File: config.mk
export PLATFORM = sky130hd
export DESIGN_NAME = cpu_core
export DESIGN_NICKNAME = d
export VERILOG_FILES = /design/src/rtl/cpu_core.sv
export SDC_FILE = /design/constraint.sdc
export NUM_CORES = 2
export LEC_CHECK = 0
export CORE_UTILIZATION = 30
export DETAILED_ROUTE_END_ITERATION = 10
export SKIP_CTS_REPAIR_TIMING = 1
export SLEW_MARGIN = 10
export SYNTH_ARGS = -nofsm -noshare
export SYNTH_HDL_FRONTEND = slang
export SYNTH_SLANG_ARGS = --single-unit
File: constraint.sdc
create_clock -name iClk -period 54.1 [get_ports iClk]
set_input_delay 10.82 -clock iClk [delete_from_list [all_inputs] [get_ports iClk]]
set_output_delay 10.82 -clock iClk [all_outputs]
set_load 0.005 [all_outputs]
File: src/rtl/cpu_core.sv
// cpu_core: multi-cycle 32-bit CPU for a subset of the Nios II I-type instructions.
// One shared instruction/data port and a 32-entry register file with r0 hard-wired to zero.
module cpu_core #(
    parameter logic [31:0] RESET_PC = 32'h0000_0000
) (
    input  logic        iClk,
    input  logic        nRst,
    output logic [31:0] oMemAddr,
    output logic [31:0] oMemData,
    input  logic [31:0] iMemData,
    output logic        oMemRead,
    output logic        oMemWrite
);

    typedef enum logic [2:0] {
        S_IDLE,
        S_FETCH,
        S_DECODE,
        S_EXEC,
        S_MEM,
        S_WB
    } state_t;

    localparam logic [5:0] OP_ADDI = 6'h04;
    localparam logic [5:0] OP_ANDI = 6'h0C;
    localparam logic [5:0] OP_ORI  = 6'h14;
    localparam logic [5:0] OP_XORI = 6'h1C;
    localparam logic [5:0] OP_LDW  = 6'h17;
    localparam logic [5:0] OP_STW  = 6'h15;
    localparam logic [5:0] OP_BR   = 6'h06;
    localparam logic [5:0] OP_BEQ  = 6'h26;
    localparam logic [5:0] OP_BNE  = 6'h1E;

    state_t      state_q, state_d;
    logic [31:0] pc_q, pc_d;
    logic [31:0] ir_q, ir_d;
    logic [31:0] a_q, a_d;
    logic [31:0] b_q, b_d;
    logic [31:0] imm_q, imm_d;
    logic [31:0] ea_q, ea_d;
    logic [31:0] mdr_q, mdr_d;
    logic [31:0] result_q, result_d;
    logic [31:0] regs_q [32];
    logic [31:0] regs_d [32];

    logic [4:0]  ra;
    logic [4:0]  rb;
    logic [15:0] imm16;
    logic [5:0]  opcode;
    logic        is_alu;
    logic        is_logic;
    logic [31:0] alu_result;
    logic        wr_en;
    logic [31:0] wr_data;

    assign ra     = ir_q[31:27];
    assign rb     = ir_q[26:22];
    assign imm16  = ir_q[21:6];
    assign opcode = ir_q[5:0];

    // Classify the opcode held in IR; logic ops take a zero-extended immediate.
    always_comb begin
        is_logic = (opcode == OP_ANDI) || (opcode == OP_ORI) || (opcode == OP_XORI);
        is_alu   = is_logic || (opcode == OP_ADDI);
    end

    // ALU operates on the latched rA value and the immediate extended in DECODE.
    always_comb begin
        alu_result = 32'h0;
        case (opcode)
            OP_ADDI: alu_result = a_q + imm_q;
            OP_ANDI: alu_result = a_q & imm_q;
            OP_ORI:  alu_result = a_q | imm_q;
            OP_XORI: alu_result = a_q ^ imm_q;
            default: alu_result = 32'h0;
        endcase
    end

    // Next-state and datapath update for the fetch/decode/execute sequence.
    always_comb begin
        state_d  = state_q;
        pc_d     = pc_q;
        ir_d     = ir_q;
        a_d      = a_q;
        b_d      = b_q;
        imm_d    = imm_q;
        ea_d     = ea_q;
        mdr_d    = mdr_q;
        result_d = result_q;
        wr_en    = 1'b0;
        wr_data  = 32'h0;
        case (state_q)
            S_IDLE: begin
                state_d = S_FETCH;
            end
            S_FETCH: begin
                ir_d    = iMemData;
                pc_d    = pc_q + 32'd4;
                state_d = S_DECODE;
            end
            S_DECODE: begin
                a_d     = (ra == 5'd0) ? 32'h0 : regs_q[ra];
                b_d     = (rb == 5'd0) ? 32'h0 : regs_q[rb];
                imm_d   = is_logic ? {16'h0, imm16} : {{16{imm16[15]}}, imm16};
                state_d = S_EXEC;
            end
            S_EXEC: begin
                if (is_alu) begin
                    result_d = alu_result;
                    state_d  = S_WB;
                end else if ((opcode == OP_LDW) || (opcode == OP_STW)) begin
                    ea_d    = a_q + imm_q;
                    state_d = S_MEM;
                end else if (opcode == OP_BR) begin
                    pc_d    = pc_q + imm_q;
                    state_d = S_FETCH;
                end else if (opcode == OP_BEQ) begin
                    if (a_q == b_q) pc_d = pc_q + imm_q;
                    state_d = S_FETCH;
                end else if (opcode == OP_BNE) begin
                    if (a_q != b_q) pc_d = pc_q + imm_q;
                    state_d = S_FETCH;
                end else begin
                    // Unknown opcodes idle through WB so they take four cycles.
                    state_d = S_WB;
                end
            end
            S_MEM: begin
                if (opcode == OP_LDW) begin
                    mdr_d   = iMemData;
                    state_d = S_WB;
                end else begin
                    state_d = S_FETCH;
                end
            end
            S_WB: begin
                if (opcode == OP_LDW) begin
                    wr_en   = 1'b1;
                    wr_data = mdr_q;
                end else if (is_alu) begin
                    wr_en   = 1'b1;
                    wr_data = result_q;
                end
                state_d = S_FETCH;
            end
            default: begin
                state_d = S_IDLE;
            end
        endcase
    end

    // Register file write port; writes aimed at r0 are dropped.
    always_comb begin
        regs_d = regs_q;
        if (wr_en && (rb != 5'd0)) regs_d[rb] = wr_data;
    end

    // Moore memory interface driven from the state register and latched operands.
    always_comb begin
        oMemAddr  = pc_q;
        oMemData  = b_q;
        oMemRead  = 1'b0;
        oMemWrite = 1'b0;
        case (state_q)
            S_IDLE: begin
                oMemAddr = 32'h0;
                oMemData = 32'h0;
            end
            S_FETCH: begin
                oMemRead = 1'b1;
            end
            S_MEM: begin
                oMemAddr = ea_q;
                if (opcode == OP_LDW) oMemRead = 1'b1;
                else oMemWrite = 1'b1;
            end
            default: begin
                oMemAddr = pc_q;
            end
        endcase
    end

    // State, datapath registers and register file; reset clears everything at once.
    always_ff @(posedge iClk or posedge nRst) begin
        if (nRst) begin
            state_q  <= S_IDLE;
            pc_q     <= RESET_PC;
            ir_q     <= 32'h0;
            a_q      <= 32'h0;
            b_q      <= 32'h0;
            imm_q    <= 32'h0;
            ea_q     <= 32'h0;
            mdr_q    <= 32'h0;
            result_q <= 32'h0;
            for (int i = 0; i < 32; i++) regs_q[i] <= 32'h0;
        end else begin
            state_q  <= state_d;
            pc_q     <= pc_d;
            ir_q     <= ir_d;
            a_q      <= a_d;
            b_q      <= b_d;
            imm_q    <= imm_d;
            ea_q     <= ea_d;
            mdr_q    <= mdr_d;
            result_q <= result_d;
            for (int i = 0; i < 32; i++) regs_q[i] <= regs_d[i];
        end
    end

endmodule

==> results.ini <==
[place]
place.gp.congestion = 0.901
portBuffers = 99
dp_slack_ns = 38.36
dpl.hpwl_um = 143000

[power]
p_int_mw = 2.16
ir_drop_mv = 0.0380
switching_share = 0.428
total_power_mw = 3.78
pwr-share-comb = 0.428
seqPwrFrac = 0.314
power-per-cell-area_nw_per_um2 = 50.0
switchingPower_mw = 1.62
leakage_nw = 32.2
clkPwrFrac = 0.258

[grt]
grt_max_degree = 166
antenna_found_initial = 16
overflow = 0
grt_pass1_wl_um = 354000
grt.total_usage = 0.211
first_global_vias = 51900

[critical_path]
cp.arrival_ns = 15.53
critPathSlowestCell = buf_4
critPathCaptureType = async pin
start_kind = input port
slowest_delay_ns = 0.87
cp_top_family = buffers and inverters
worst-setup-path-type = in2async
cp.required_ns = 54.87
cp_max_fo = 128
critPathBufInv = 6
crit_chain = clkdlybuf4s50_1 > inv_8 > buf_4 > buf_4 > buf_4 > buf_4
path_common_cell = buf_4

[synthesis]
synthFlopType = dfrtp_1
async_reset_ff_frac = 1.00
synth_top_family_by_area = multiplexers
synth_edf_count = 0
synth-adder-area-share = 0.0185
syn_area_per_cell_um2 = 10.3
netlist_area_um2 = 67200
seq_area_frac_synth = 0.472
synth_most_common_cell = dfrtp_1
synth_top_area_frac = 0.472
synth-xor-area-share = 0.0110
yosysWarnings = 0
yosys-mux-area-fraction = 0.195
synthSimpleGateAreaFrac = 0.102
synth_fp_nets = 6637
synth_cell_type_count = 69
synth_compound_area_frac = 0.161
syn_inst = 6505
synth-seq-cells = 1268
synthTopCellsByCount = 1268 x dfrtp_1, 1008 x nand2_1, 941 x o21ai_0
yosysTopAreaCell = dfrtp_1
synth_area_leaders = dfrtp_1 47%, mux4_2 13%, o21ai_0 7.0%

[timing]
clock_skew_ns = 0.0326
setup_viol = 0
grt_setup_unrepaired = false
tns_ns = 0
slew_headroom = 0.148
fmax_mhz = 67.8
slew_violations = 0
worst_pin_slew_ns = 1.27
finalHoldViolCount = 0
setup_ws_ns = 39.34
period_minus_slack_ns = 14.76
finalCritPeriodShare = 0.273

[layout]
drive_gt1_frac = 0.159
final.fill_count = 22200
fin_nets = 6372
area_growth_syn_to_layout_pct = 12.4

[detailed_routing]
viasPerCell = 5.72
wl_um = 241000
firstDrtPassIters = 8
drc_errors = 0
ant_nets = 0
routed-via-count = 53300
wl_per_cell_um = 25.8
drt_iter0_drc = 6032

[floorplan]
core-area_um2 = 222000
die_h_um = 475
rows = 173
die_x_um = 475
io_pins = 100
initial_utilization = 0.302
dieArea_um2 = 226000

[clock_tree]
clkLatencyLatePin_ns = 0.80
clock-sinks = 1268
clk_pin_slew_ns = 0.05
htree_levels = 4
clk_path_buf_depth = 3
cts_buffers = 137
cts_tree = done
clockRootBuffer = clkbuf_16

[run_status]
status = finished, final reports clean

[min_path]
hold_path_class = reg2reg

[flow_run]
drv_cap = 0

-- final timing paths --
| check | start | end | slack, ns | depth (start not counted) |
|---|---|---|---|---|
| setup / recovery | nRst | regs_q[103]$_DFFE_PP0P_ | 39.34 | 6 |
| hold / removal | regs_q[998]$_DFFE_PP0P_ | regs_q[998]$_DFFE_PP0P_ | 0.40 | 0 |
| setup reg to reg | ir_q[3]$_DFFE_PP0P_ | regs_q[696]$_DFFE_PP0P_ | 48.56 | 10 |
| hold reg to reg | regs_q[998]$_DFFE_PP0P_ | regs_q[998]$_DFFE_PP0P_ | 0.40 | 0 |
| max in group iClk | ir_q[3]$_DFFE_PP0P_ | oMemWrite | 39.64 | 6 |
| min in group asynchronous | nRst | mdr_q[25]$_DFFE_PP0P_ | 10.61 | 2 |
-- per-stage QoR --
| stage | utilization | instance area (um2) | hold WS, ns | instances |
|---|---|---|---|---|
| 6_report | 0.340 | 75500 | 0.398 | 9318 |
| 3_5_place_dp | 0.319 | 70900 | 0.387 | 9076 |
| 3_3_place_gp | 0.319 | 70900 | 0.381 | 9076 |
| 2_1_floorplan | - | 67200 | 0.438 | 6505 |
| 5_1_grt | 0.340 | 75500 | 0.410 | 9316 |
| 4_1_cts | 0.340 | 75500 | 0.401 | 9316 |
-- sequential cells by signal (all words and copies together), names as in the netlist --
register  cells
result_q     32
ir_q         32
a_q          32
pc_q         32
b_q          32
imm_q        17
regs_q     1024
state_q       3
ea_q         32
mdr_q        32
-- placed cells by master (no fill, tap or decap), drive strengths merged, types with 26 or more instances in the layout --
cell and instances:
a21o 26, a21oi 496, a22o 35, a22oi 128
buf 125, clkbuf 207, clkdlybuf4s50 99, dfrtp 1268
ha 96, inv 79, mux2 175, mux2i 229
mux4 391, nand2 1016, nand3 65, nand4 49
nor2 332, nor2b 41, nor3 49, o21ai 941
o221ai 67, o22ai 107, xnor2 31, xor2 53
-- power groups by stage --
stage / clock, mW / sequential, mW / combinational, mW
2_1_floorplan: 0 / 1.11 / 1.07
3_3_place_gp: 0 / 1.20 / 1.58
3_5_place_dp: 0 / 1.20 / 1.58
4_1_cts: 0.988 / 1.18 / 1.59
5_1_grt: 1.02 / 1.20 / 1.71
6_report: 0.975 / 1.19 / 1.62
-- layer usage --
layer,track usage,wire (um)
met5,0,97
met4,0.0884,10300
met3,0.0467,22900
met2,0.330,109000
met1,0.282,98200
-- final cells by class --
class / count / area, um2 / area share
multi-input combinational: 4533 / 33100 / 0.439
timing repair buffer: 224 / 1990 / 0.0264
clock inverter: 33 / 457 / 0.00605
antenna: 2 / 5.00 / 0.0000663
clock buffer: 207 / 4150 / 0.0550
inverter: 76 / 293 / 0.00388
sequential: 1268 / 31800 / 0.421
tap: 2975 / 3720 / 0.0493
-- logic make-up (layout without fill, tap and decap cells) --
| group | after synthesis | after routing |
|---|---|---|
| multiplexers | 795 | 795 |
| XOR/XNOR | 84 | 84 |
| AO/OA/AOI/OAI | 1914 | 1914 |
| flip-flops | 1268 | 1268 |
| other | 0 | 2 |
| buffers and inverters | 704 | 540 |
| adder cells (fa/ha/maj) | 98 | 98 |
| AND/OR/NAND/NOR | 1642 | 1642 |
Note: power is estimated with default switching activity, not from simulation.
